`src/rtl/dz_pkg.sv`:
```
// Shared types and constants for the countdown sequencer.
// The sequencer drives the digit select of the dot-matrix display driver.
package dz_pkg;

  typedef enum logic [1:0] {
    IDLE  = 2'd0,
    RUN   = 2'd1,
    PAUSE = 2'd2
  } dz_state_e;

  localparam int DZ_NUM_W = 3;
  localparam logic [DZ_NUM_W-1:0] DZ_BLANK = 3'd0;

endpackage

```
`src/rtl/dz_countdown_ctrl_if.sv`:
```
// Control/status bundle between the input debouncers, the countdown sequencer
// and the display driver; master drives requests, slave is the sequencer.
interface dz_countdown_ctrl_if;
  import dz_pkg::*;

  logic                start;
  logic                pause;
  logic                abort;
  logic [DZ_NUM_W-1:0] num;
  logic                busy;
  logic                step;
  logic                done;

  modport master (output start, pause, abort, input num, busy, step, done);
  modport slave  (input start, pause, abort, output num, busy, step, done);

endinterface

```
`src/rtl/dz_countdown_ctrl_tick_counter.sv`:
```
// Modulo-N counter with clear priority over enable and a terminal-count flag.
// Wraps by comparing against N-1, never by natural overflow.
module dz_tick_counter #(
  parameter int N = 2,
  parameter int W = 1
) (
  input  logic clk,
  input  logic rst,
  input  logic en_i,
  input  logic clr_i,
  output logic tc_o
);

  localparam logic [W-1:0] LAST = W'(N - 1);

  logic [W-1:0] cnt_q;
  logic [W-1:0] cnt_d;

  // next count: clear wins, then wrap at the terminal value
  always_comb begin
    cnt_d = cnt_q;
    if (clr_i) begin
      cnt_d = {W{1'b0}};
    end else if (en_i) begin
      if (cnt_q == LAST) begin
        cnt_d = {W{1'b0}};
      end else begin
        cnt_d = cnt_q + W'(1);
      end
    end else begin
      cnt_d = cnt_q;
    end
  end

  // count register
  always_ff @(posedge clk or posedge rst) begin
    if (rst) begin
      cnt_q <= {W{1'b0}};
    end else begin
      cnt_q <= cnt_d;
    end
  end

  assign tc_o = (cnt_q == LAST);

endmodule

```
`src/rtl/dz_countdown_ctrl.sv`:
```
// Countdown sequencer: START_NUM..1, one digit per step period, then blank and
// pulse done. Pause freezes the step timer and blinks the digit; abort returns idle.
module dz_countdown_ctrl
  import dz_pkg::*;
#(
  parameter int TICKS_PER_STEP = 1000,
  parameter int START_NUM      = 4,
  parameter int BLINK_TICKS    = 250
) (
  input  logic                clk,
  input  logic                rst,
  dz_countdown_ctrl_if.slave  ctrl_if
);

  localparam int TICK_W  = $clog2(TICKS_PER_STEP);
  localparam int BLINK_W = $clog2(BLINK_TICKS + 1);
  localparam logic [DZ_NUM_W-1:0] START_CODE = DZ_NUM_W'(START_NUM);
  localparam logic [DZ_NUM_W-1:0] LAST_CODE  = 3'd1;

  dz_state_e           state_q, state_d;
  logic [DZ_NUM_W-1:0] cur_q, cur_d;
  logic [DZ_NUM_W-1:0] num_q, num_d;
  logic                start_q;
  logic                busy_q, busy_d;
  logic                step_q, step_d;
  logic                done_q, done_d;
  logic                blink_off_q, blink_off_d;

  logic start_edge;
  logic tick_en, tick_clr, tick_tc;
  logic blink_en, blink_clr, blink_tc;

  assign start_edge = ctrl_if.start & ~start_q;

  dz_tick_counter #(.N(TICKS_PER_STEP), .W(TICK_W)) u_step_tick (
    .clk   (clk),
    .rst   (rst),
    .en_i  (tick_en),
    .clr_i (tick_clr),
    .tc_o  (tick_tc)
  );

  dz_tick_counter #(.N(BLINK_TICKS), .W(BLINK_W)) u_blink_tick (
    .clk   (clk),
    .rst   (rst),
    .en_i  (blink_en),
    .clr_i (blink_clr),
    .tc_o  (blink_tc)
  );

  // next state; the PAUSE->RUN edge already counts as run time
  always_comb begin
    state_d     = state_q;
    cur_d       = cur_q;
    step_d      = 1'b0;
    done_d      = 1'b0;
    tick_en     = 1'b0;
    tick_clr    = 1'b0;
    blink_en    = 1'b0;
    blink_clr   = 1'b1;
    blink_off_d = 1'b0;
    case (state_q)
      IDLE: begin
        if (!ctrl_if.abort && start_edge) begin
          state_d  = RUN;
          cur_d    = START_CODE;
          tick_clr = 1'b1;
        end else begin
          state_d = IDLE;
          cur_d   = DZ_BLANK;
        end
      end
      RUN, PAUSE: begin
        if (ctrl_if.abort) begin
          state_d  = IDLE;
          cur_d    = DZ_BLANK;
          tick_clr = 1'b1;
        end else if (ctrl_if.pause) begin
          state_d = PAUSE;
          if (state_q == PAUSE) begin
            blink_en    = 1'b1;
            blink_clr   = 1'b0;
            blink_off_d = blink_tc ? ~blink_off_q : blink_off_q;
          end else begin
            blink_off_d = 1'b0;
          end
        end else begin
          state_d = RUN;
          tick_en = 1'b1;
          if (!tick_tc) begin
            cur_d = cur_q;
          end else if (cur_q > LAST_CODE) begin
            cur_d  = cur_q - 3'd1;
            step_d = 1'b1;
          end else begin
            state_d = IDLE;
            cur_d   = DZ_BLANK;
            done_d  = 1'b1;
          end
        end
      end
      default: begin
        state_d = IDLE;
        cur_d   = DZ_BLANK;
      end
    endcase
    num_d  = (state_d == PAUSE && blink_off_d) ? DZ_BLANK : cur_d;
    busy_d = (state_d != IDLE);
  end

  // state and registered outputs
  always_ff @(posedge clk or posedge rst) begin
    if (rst) begin
      state_q     <= IDLE;
      cur_q       <= DZ_BLANK;
      num_q       <= DZ_BLANK;
      start_q     <= 1'b0;
      busy_q      <= 1'b0;
      step_q      <= 1'b0;
      done_q      <= 1'b0;
      blink_off_q <= 1'b0;
    end else begin
      state_q     <= state_d;
      cur_q       <= cur_d;
      num_q       <= num_d;
      start_q     <= ctrl_if.start;
      busy_q      <= busy_d;
      step_q      <= step_d;
      done_q      <= done_d;
      blink_off_q <= blink_off_d;
    end
  end

  assign ctrl_if.num  = num_q;
  assign ctrl_if.busy = busy_q;
  assign ctrl_if.step = step_q;
  assign ctrl_if.done = done_q;

endmodule
```
`src/flat_wrapper.sv`:
```
// flat-port wrapper written by rule: the top's interface ports become plain ports
module dz_countdown_ctrl_flat import dz_pkg::*;
#(
  parameter int TICKS_PER_STEP = 1000,
  parameter int START_NUM      = 4,
  parameter int BLINK_TICKS    = 250
)
  (clk, rst, ctrl_if_start, ctrl_if_pause, ctrl_if_abort, ctrl_if_num, ctrl_if_busy, ctrl_if_step, ctrl_if_done);
  dz_countdown_ctrl_if ctrl_if_i ();
  input  logic clk;
  input  logic rst;
  input wire logic [$bits(ctrl_if_i.start)-1:0] ctrl_if_start;
  input wire logic [$bits(ctrl_if_i.pause)-1:0] ctrl_if_pause;
  input wire logic [$bits(ctrl_if_i.abort)-1:0] ctrl_if_abort;
  output wire logic [$bits(ctrl_if_i.num)-1:0] ctrl_if_num;
  output wire logic [$bits(ctrl_if_i.busy)-1:0] ctrl_if_busy;
  output wire logic [$bits(ctrl_if_i.step)-1:0] ctrl_if_step;
  output wire logic [$bits(ctrl_if_i.done)-1:0] ctrl_if_done;
  assign ctrl_if_i.start = ctrl_if_start;
  assign ctrl_if_i.pause = ctrl_if_pause;
  assign ctrl_if_i.abort = ctrl_if_abort;
  assign ctrl_if_num = ctrl_if_i.num;
  assign ctrl_if_busy = ctrl_if_i.busy;
  assign ctrl_if_step = ctrl_if_i.step;
  assign ctrl_if_done = ctrl_if_i.done;
  dz_countdown_ctrl #(.TICKS_PER_STEP(TICKS_PER_STEP), .START_NUM(START_NUM), .BLINK_TICKS(BLINK_TICKS)) u_core (.clk(clk), .rst(rst), .ctrl_if(ctrl_if_i));
endmodule
```
`config.mk`:
```
export PLATFORM = sky130hd
export DESIGN_NAME = dz_countdown_ctrl_flat
export DESIGN_NICKNAME = d
export VERILOG_FILES = /design/src/rtl/dz_pkg.sv /design/src/rtl/dz_countdown_ctrl_if.sv /design/src/rtl/dz_countdown_ctrl_tick_counter.sv /design/src/rtl/dz_countdown_ctrl.sv /design/src/flat_wrapper.sv
export SDC_FILE = /design/constraint.sdc
export NUM_CORES = 1
export LEC_CHECK = 0
export BUFFER_PORTS_ARGS = -buffer_cell sky130_fd_sc_hd__buf_2
export CORE_UTILIZATION = 38
export CTS_CLUSTER_SIZE = 24
export DETAILED_ROUTE_END_ITERATION = 8
export RECOVER_POWER = 25
export SLEW_MARGIN = 25
export SYNTH_ARGS = -nofsm -noshare
export SYNTH_HDL_FRONTEND = slang
export SYNTH_SLANG_ARGS = --single-unit
```
`constraint.sdc`:
```
create_clock -name clk -period 4.2 [get_ports clk]
set_input_delay 0.21 -clock clk [delete_from_list [all_inputs] [get_ports clk]]
set_output_delay 0.21 -clock clk [all_outputs]
set_load 0.02 [all_outputs]
```
# --- After elaboration in Yosys (flattened, before gate mapping) ---
# Cells that the tools add are included.
# Widths: inputs -> output; s select.
word_totals:
  register_bits: 31
  latchBits: 0
  ram_bits: 0
  romBits: 0
  input_bits: 5
  out_inout_bits: 6
  word_cells: 78
  memories: 0
classes:
  n_addsub: 3
  n_mul: 0
  div: 0
  order_cmp: 1
  eq_ne: 5
  shift: 0
  mux: 48
  bitwise: 3
  reduce_logical: 8
ops:
  columns: ["operator", "count"]
  rows:
  - ["$mux 1", 30]
  - ["$mux 10", 3]
  - ["$mux 8", 3]
  - ["$mux 3", 6]
  - ["$add 10x1->10 const B", 1]
  - ["$eq 10x10->1 const B", 1]
  - ["$add 8x1->8 const B", 1]
  - ["$eq 8x8->1 const B", 1]
  - ["$mux 2", 3]
  - ["$pmux 3 s2", 1]
  - ["$reduce_bool 2->1", 3]
  - ["$eq 2x2->1 const B", 2]
  - ["$pmux 2 s2", 1]
  - ["$gt 3x1->1 const B", 1]
  - ["$sub 3x1->3 const B", 1]
  - ["$eq 2x1->1 const B", 1]
  - ["$logic_and 1x1->1", 2]
  - ["$logic_not 2->1", 1]
  - ["$not 1->1", 2]
  - ["$pmux 1 s2", 1]
  - ["$reduce_or 2->1", 1]
  - ["$and 1x1->1", 1]
  - ["$logic_not 1->1", 1]

# --- Logic depth before layout (Yosys ltp) ---
# Gate-level depths: netlist (run 1).
logic_depth:
  ltp_word: 9
  ltp_mapped: 7
  ltp_nobuf: 6

# --- Modules after synthesis ---
# A second synthesis (run 1) with hierarchy kept.
unflattened:
  cells_unflattened: 178
  area_unflattened_um2: 1749.2
by_module_without_submodules:
  columns: ["mod", "instances", "cells_each", "area_each_um2", "seq_area_each_um2"]
  rows:
  - ["dz_countdown_ctrl", 1, 64, 681.9, 325.3]
  - ["dz_tick_counter at u_core.u_step_tick", 1, 59, 578.1, 250.2]
  - ["dz_tick_counter at u_core.u_blink_tick", 1, 55, 489.2, 200.2]

# --- Worst setup path before layout (run 1) ---
# No wires, ideal clock.
synth_timing:
  kind: "flip-flop to flip-flop"
  from: "register u_core.state_q[1]"
  to: "register u_core.u_step_tick.cnt_q[8]"
  setup_ns: 0.126
  t_arrival_ns: 1.637
  required_time_ns: 4.074
  slack_ns: 2.437
  path_stages_with_launch: 6
  n_path_buf: 0
  period_less_slack_ns: 1.763
  path_cell_list: "dfrtp_1 -> ha_1 -> or2_1 -> o21ai_1 -> nor2_1 -> a221o_1"
synth_between:
  elab_chain_len: 4
  elab_cells_between_ends: 8
  cone_classes: "eq/ne: 2; mux: 3; reduce/logical: 3"
synth_rtl:
  columns: ["item", "line_no", "source"]
  rows:
  - ["start: declaration", "dz_countdown_ctrl.sv:20", "dz_state_e state_q, state_d;"]
  - ["start signal: assignment", "dz_countdown_ctrl.sv:123", "state_q <= state_d;"]
  - ["$eq 2x1->1 or $eq 2x2->1 (tied branches)", "dz_countdown_ctrl.sv:62", "case (state_q)"]
  - ["$reduce_or 2->1", "dz_countdown_ctrl.sv:62", null]
  - ["$pmux 1 s2 or $mux 1 (tied branches)", "dz_countdown_ctrl.sv:62", null]
  - ["$mux 10 or $reduce_bool 2->1 (tied branches)", null, null]
  - ["end signal: assignment", "dz_countdown_ctrl_tick_counter.sv:38", "cnt_q <= {W{1'b0}};"]
  - ["end signal: assignment", "dz_countdown_ctrl_tick_counter.sv:40", "cnt_q <= cnt_d;"]
  - ["end: declaration", "dz_countdown_ctrl_tick_counter.sv:16", "logic [W-1:0] cnt_q;"]
# Several ways; a longest one is shown, not always the timed one.
# A chain may end at the register's enable or synchronous reset.

# --- Final worst setup path (run 1) ---
layout_timing:
  from: "register u_core.state_q[1]"
  to: "register u_core.u_step_tick.cnt_q[3]"
# The elaborated chain is that of the path after synthesis.

==> summary.txt, run 1 <==
Status
  • Status: finished with violations
  • Failing checks: max-capacitance violations, max-slew violations

Synth
  • Largest family of logic cells by synthesized area: simple AND/OR/NAND/NOR gates
  • Synth Register Bits: 31
  • Ys Warns: 0
  • Netlist Area Pre-Place: 1720 µm²
  • Top FF cell, synth: dfrtp_1
  • Synth Area in Adders: 5.84%
  • Area fraction in compound gates after synthesis: 11.8%
  • EDFF count, synth: 0
  • Asr flop ratio synth: 100%
  • Mux cell area share after synthesis: 2.41%
  • Post-Synth Simple-Gate Area: 26.5%
  • Post-Synth XOR/XNOR Area: 3.57%
  • Synth Area per Inst: 10.3 µm²
  • Seq/Total Area, Yosys: 45.2%
  • Syn Inst Count: 167
  • Unique masters post-synth: 53
  • Syn nets: 180

Final layout
  • Layout Cells excl Fill: 232
  • Post-layout util: 43.2%
  • Synth-to-layout area growth: 9.63%
  • Ant diodes: 0
  • Share of layout cells above drive strength 1: 18.3%
  • Final nets: 192

Setup path
  • Endpoint class of the critical path: flip-flop
  • CP max FO: 13
  • Critical Path AT: 2.79 ns
  • Reg-to-reg slack, setup: 1.57 ns
  • Crit-path cells: ha_1 -> or2_1 -> o21ai_1 -> nor2_1 -> a221o_1
  • CP max stage cell: o21ai_1
  • Setup CP Type: reg -> reg
  • Worst setup SP type: flip-flop
  • CP peak stage delay: 0.77 ns
  • Worst EP required: 4.36 ns

STA
  • Highest clock rate: 0.381 GHz
  • # setup viols final: 0
  • Slew headroom: -9.45%
  • Final worst slack: 1.57 ns
  • Worst-Margin Slew: 1.64 ns
  • Worst Clk Skew: 0.00499 ns
  • Final Hold Viols: 0
  • Slew Limit Fails: 32
  • Crit share post-route: 62.6%
  • Min cycle time layout: 2.63 ns
  • RSZ-0062 raised after global routing: false
  • Setup TNS: 0 ns

Routing
  • DR vias/cell: 5.72
  • Final ANT Viol Nets: 0
  • WL/cell: 14.9 µm
  • Initial drt markers: 83
  • Final wirelength: 3.45 mm
  • 1st-pass router iterations: 4
  • Vias: 1326
  • DR DRC count: 0

Clocking
  • Clock Latency Late Sink: 0.29 ns
  • Num Clock Sinks: 31
  • CTS tree: yes
  • Root buffer cell: clkbuf_8
  • CTS Buf Count: 5
  • Post_cts resized: 0
  • Cts hold-fix bufs: 0
  • Post-CTS Setup Bufs: 0
  • CTS Buffer Depth: 2
  • H-tree Lvls: 2
  • Clock slew at reported path FFs: 0.07 ns

Hold path
  • HP Class: in -> reg

Power
  • Max rail drop VDD: 0.000171 V
  • Total Power: 0.000613 W
  • Pleak: 0.782 nW
  • PD cells: 326 nW/µm²

Placement
  • Port bufs: 10
  • HPWL Detailed: 2.46 mm
  • Gpl congestion: 0.908
  • Place WS: 1.61 ns
  • DP Cell Count: 224

Floorplanning
  • Num ports: 11
  • Die span in y: 69.2 µm
  • Die width: 69.2 µm
  • Rows: 24
  • Die area: 4790 µm²
  • Starting density of the core: 39.4%
  • Core ar.: 4350 µm²

GRT
  • Largest net degree at the start of global routing: 32
  • Vias in the first global route: 1306
  • Initial antenna violation count: 0
  • Gr usage total: 15.6%
  • First-pass GRT wire length: 5.97 mm
  • Grt ovf: 0

Job
  • Max_cap viols: 1
-- path summary, 6_finish.rpt --
check	from	to	depth (start not counted)
max	u_core.state_q[1]	u_core.u_step_tick.cnt_q[3]	5
min	ctrl_if_start	u_core.start_q	1
max reg2reg	u_core.state_q[1]	u_core.u_step_tick.cnt_q[3]	5
min reg2reg	u_core.u_blink_tick.cnt_q[0]	u_core.u_blink_tick.cnt_q[0]	1
max in group asynchronous	rst	u_core.u_step_tick.cnt_q[8]	3
min in group asynchronous	rst	u_core.u_blink_tick.cnt_q[3]	3
-- flip-flops by register name, summed over array words and instances (netlist names) --
register / cells
u_core.blink_off_q: 1
u_core.ctrl_if.busy: 1
u_core.ctrl_if.done: 1
u_core.ctrl_if.num: 3
u_core.ctrl_if.step: 1
u_core.cur_q: 3
u_core.start_q: 1
u_core.state_q: 2
u_core.u_blink_tick.cnt_q: 8
u_core.u_step_tick.cnt_q: 10
-- final cells by class --
cell class                      count  area [µm²]
Multi-Input combinational cell    119         860
Sequential cell                    31         776
Tap cell                           52        65.1
Clock buffer                        6        72.6
Timing Repair Buffer               11        53.8
Clock inverter                      2        12.5
Inverter                           11        41.3
Fill cell                         395        2470
-- per-layer routing --
metal  wire length [µm]  share of wire [%]  GRT usage (%)  vias to the layer above
met5                  0                  0              0                        -
met3                170                4.9           5.38                        6
met2               1670                 48           26.0                       37
met1               1560                 45           19.1                      655
li1                   -                  -              -                      628
met4                 48                1.4           4.76                        0
-- critical path, delay by kind of cell, from the launching register on --
family	cells	cell delay (ns)
and+or+nand+nor	2	0.66
adders and majority gates	1	0.24
DFF	1	0.40
AOI/OAI and AO/OA	2	1.21
-- metrics by stage --
step                hold WS (ns)  cell area [µm²]
finish                    0.0432             1880
global route              0.0395             1880
CTS                      0.00743             1880
detailed placement         0.316             1800
global placement           0.313             1800
floorplan                  0.241             1720
-- cells in the mapped netlist, types with 3 or more instances --
master / n / share of area, %
mux2i_1: 3 / 1.8
nor2_1: 17 / 3.7
a21oi_1: 3 / 0.88
xnor2_1: 3 / 1.5
ha_1: 8 / 5.8
or2_2: 3 / 1.1
nand2_1: 6 / 1.3
nor4_1: 6 / 2.2
nand4_1: 3 / 1.1
nor3_1: 9 / 2.6
xor2_1: 4 / 2.0
dfrtp_1: 31 / 45
nand3_1: 5 / 1.5
a221o_1: 5 / 2.9
inv_1: 11 / 2.4
clkbuf_1: 3 / 0.66
-- where the power goes --
part / switching [W] / internal [W] / leakage [nW]
Sequential: 0.0000149 / 0.000310 / 0.414
Combinational: 0.0000360 / 0.0000224 / 0.327
Clock: 0.000114 / 0.000116 / 0.0412
Total: 0.000165 / 0.000448 / 0.782
-- cell usage in the layout (no fill, tap or decap), types with 2 or more instances in the layout --
cell	instances
a221o_1	5
nand2b_1	2
mux2i_1	3
nor3_1	9
a211o_1	2
clkbuf_1	2
or2_2	3
nand3_1	5
nor2_1	17
a21oi_1	3
inv_1	11
xor2_1	4
nor4_1	6
nand2_1	6
nor4b_1	2
dfrtp_1	31
ha_1	8
buf_2	10
clkbuf_8	5
and3_1	2
xnor2_1	3
nand3b_1	2
and2_1	2
nand4_1	3
o311ai_0	2
o21ai_0	2
a211oi_1	2
-- cell families after synthesis --
kind of cell,count (synthesis)
mux,4
xor+xnor,7
fa+ha+maj,8
flops,31
simple gates,74
compound gates,26
buf+inv,17
No activity file was read; power rests on OpenSTA's default activity.
==> run 2, diff against run 1 <==
==> constraint.sdc (replaced) <==
create_clock -name clk -period 2.38 [get_ports clk]
set_input_delay 0.119 -clock clk [delete_from_list [all_inputs] [get_ports clk]]
set_output_delay 0.119 -clock clk [all_outputs]
set_load 0.02 [all_outputs]
==> run 2 against run 1 <==
  * Worst hold slack improved by 0.091 ns
  * Routed wire length decreased by 2.0%
  * Final area increased by 1.3%
  * Sequential cell count unchanged
  * The run now ends clean
  * First-iteration DRC count increased by 65%
  * Worst setup slack got worse by 1.3 ns
  * Die area unchanged
  * Non-clock buffer count increased by 4
  * Maximum frequency increased by 23%
  * Sequential power increased by 77%
  * Clock power increased by 61%
  * Global-route usage decreased by 0.17 points
==> summary.txt, run 2 (same netlist as run 1, synthesis figures left out) <==
Status
  • Status: finished clean

GRT
  • First-pass GRT wire length: 5.96 mm (-0.12%)
  • Initial antenna violation count: 0 (unchanged)
  • Vias in the first global route: 1275 (-2.4%)
  • Gr usage total: 15.5% (-0.17 points)
  • Grt ovf: 0 (unchanged)
  • Largest net degree at the start of global routing: 32 (unchanged)

Placement
  • Port bufs: 10 (unchanged)
  • DP Cell Count: 226 (+0.89%)
  • Gpl congestion: 0.815 (-10%)
  • HPWL Detailed: 2.42 mm (-1.4%)

STA
  • Min cycle time layout: 2.14 ns (-0.484 ns)
  • Worst Clk Skew: 0.00416 ns (-0.000824 ns)
  • Worst-Margin Slew: 0.765 ns (-0.877 ns)
  • Highest clock rate: 0.466 GHz (+23%)
  • RSZ-0062 raised after global routing: false
  • Slew headroom: 49.0% (+58 points)
  • Crit share post-route: 90.1% (+28 points)
  • Setup TNS: 0 ns (unchanged)
  • Slew Limit Fails: 0 (-100%)
  • # setup viols final: 0 (unchanged)
  • Final Hold Viols: 0 (unchanged)

Setup path
  • Worst reg2reg endpoint: u_core.u_step_tick.cnt_q[8]
  • Endpoint class of the critical path: flip-flop
  • CP Capture Point: u_core.u_step_tick.cnt_q[8]
  • Crit-path cells: inv_1 -> ha_1 -> nor3b_1 -> nor2_1 -> a221o_1
  • Worst EP required: 2.54 ns (-1.82 ns)
  • Worst Setup SP: u_core.state_q[1]
  • CP max stage cell: nor3b_1
  • Worst R2R Start: u_core.state_q[1]
  • Critical Path AT: 2.30 ns (-0.49 ns)
  • Worst r2r path cells: 5 (unchanged)
  • CP peak stage delay: 0.53 ns (-0.24 ns)
  • Reg-to-reg slack, setup: 0.24 ns (-1.34 ns)
  • Worst setup SP type: flip-flop
  • Setup CP Type: reg -> reg
  • CP max FO: 9 (-4)

Routing
  • WL/cell: 14.4 µm (-2.9%)
  • DR vias/cell: 5.68 (-0.56%)
  • Final ANT Viol Nets: 0 (unchanged)
  • DR DRC count: 0 (unchanged)
  • 1st-pass router iterations: 5 (+1)
  • Vias: 1330 (+0.30%)
  • Final wirelength: 3.38 mm (-2.0%)
  • Initial drt markers: 137 (+65%)

Job
  • Max_cap viols: 0 (-1)

Floorplanning
  • Num ports: 11 (unchanged)
  • Die width: 69.2 µm (unchanged)
  • Rows: 24 (unchanged)
  • Die area: 4790 µm² (unchanged)
  • Starting density of the core: 39.4% (unchanged)
  • Core ar.: 4350 µm² (unchanged)
  • Die span in y: 69.2 µm (unchanged)

Final layout
  • Largest reg by FF count: u_core.u_step_tick.cnt_q
  • Ant diodes: 0 (unchanged)
  • Max reg flops: 10 (unchanged)
  • Multi-input logic area: 860 µm² (unchanged)
  • Fill cells: 416 (+5.3%)
  • Commonest non-fill, non-tap cell in the layout: dfrtp_1
  • Largest registers: u_core.u_step_tick.cnt_q x10, u_core.u_blink_tick.cnt_q x8
  • Synth-to-layout area growth: 11.0%
  • Seq. cell area: 776 µm² (unchanged)
  • Commonest cells after routing, fill and taps aside: 31 x dfrtp_1, 17 x nor2_1, 11 x inv_1
  • Layout Cells excl Fill: 234 (+0.86%)
  • Share of layout cells above drive strength 1: 18.7% (+0.35 points)
  • Final nets: 196 (+2.1%)

Power
  • PD cells: 552 nW/µm² (+69%)
  • Max rail drop VDD: 0.000334 V (+96%)
  • Pleak: 0.800 nW (+2.3%)

Clocking
  • Post-CTS Setup Bufs: 0 (unchanged)
  • Root buffer cell: clkbuf_8
  • CTS Buffer Depth: 2 (unchanged)
  • Num Clock Sinks: 31 (unchanged)
  • Post_cts resized: 0 (unchanged)
  • CTS tree: yes
  • Clock slew at reported path FFs: 0.06 ns (about the same)
  • H-tree Lvls: 2 (unchanged)
  • Clock Latency Late Sink: 0.28 ns (about the same)
  • CTS Buf Count: 5 (unchanged)
  • Cts hold-fix bufs: 2 (+2)

Hold path
  • HP Class: in -> reg
-- run 2: changes by cell type in the layout (fill, tap and decap cells not counted) --
cell / previous run / this run
buf_4: 0 / 2
clkbuf_1: 2 / 1
clkbuf_2: 0 / 1
clkinv_2: 1 / 0
clkinvlp_4: 1 / 0
dlygate4sd3_1: 0 / 2
-- run 2: layout make-up --
type / count / share of cell area, %
multi-input cells: 119 / 45.1
flip-flops and latches: 31 / 40.7
repair buffers: 15 / 4.73
clock buffers: 6 / 3.81
well taps: 52 / 3.42
inverters: 11 / 2.17
-- run 2: critical path, delay by kind of cell (launching register included) --
family | cells | cell delay, ns
and+or+nand+nor | 2 | 0.84
AOI/OAI and AO/OA | 1 | 0.42
DFF | 1 | 0.38
adders and majority gates | 1 | 0.33
buffers and inverters | 1 | 0.05
-- run 2: how the worst min path moves through the flow --
stage | startpoint | endpoint | depth (start not counted)
floorplan | ctrl_if_start | u_core.start_q | 0
global placement | rst | u_core.ctrl_if.done | 3
detailed placement | rst | u_core.u_blink_tick.cnt_q[4] | 3
CTS | ctrl_if_pause | u_core.state_q[1] | 3
global route | ctrl_if_pause | u_core.state_q[1] | 3
finish | ctrl_if_pause | u_core.state_q[1] | 3
-- run 2: metal layers --
layer	share of wire [%]	GRT usage (%)	wire (µm)
met1	45	19.8	1530
met2	48	24.8	1630
met3	5.4	5.09	184
met4	1.2	4.76	42
met5	0	0	0
-- run 2: stage by stage --
step                utilization (%)  area, µm²  setup slack, ns  hold WS (ns)  power, W
global placement               41.7       1810            0.387         0.219  0.000682
detailed placement             41.7       1810            0.303         0.230  0.000687
CTS                            43.8       1910            0.283         0.131   0.00107
finish                         43.7       1900            0.236         0.134   0.00105
floorplan                         -       1720            0.617         0.150  0.000657
global route                   43.7       1900            0.125         0.135   0.00111
-- run 2: where the power goes --
group	switching (W)	internal, W	leakage (nW)	total (W)
clock	0.000177	0.000194	0.0371	0.000371
combinational	0.0000617	0.0000435	0.349	0.000105
sequential	0.0000263	0.000548	0.414	0.000574
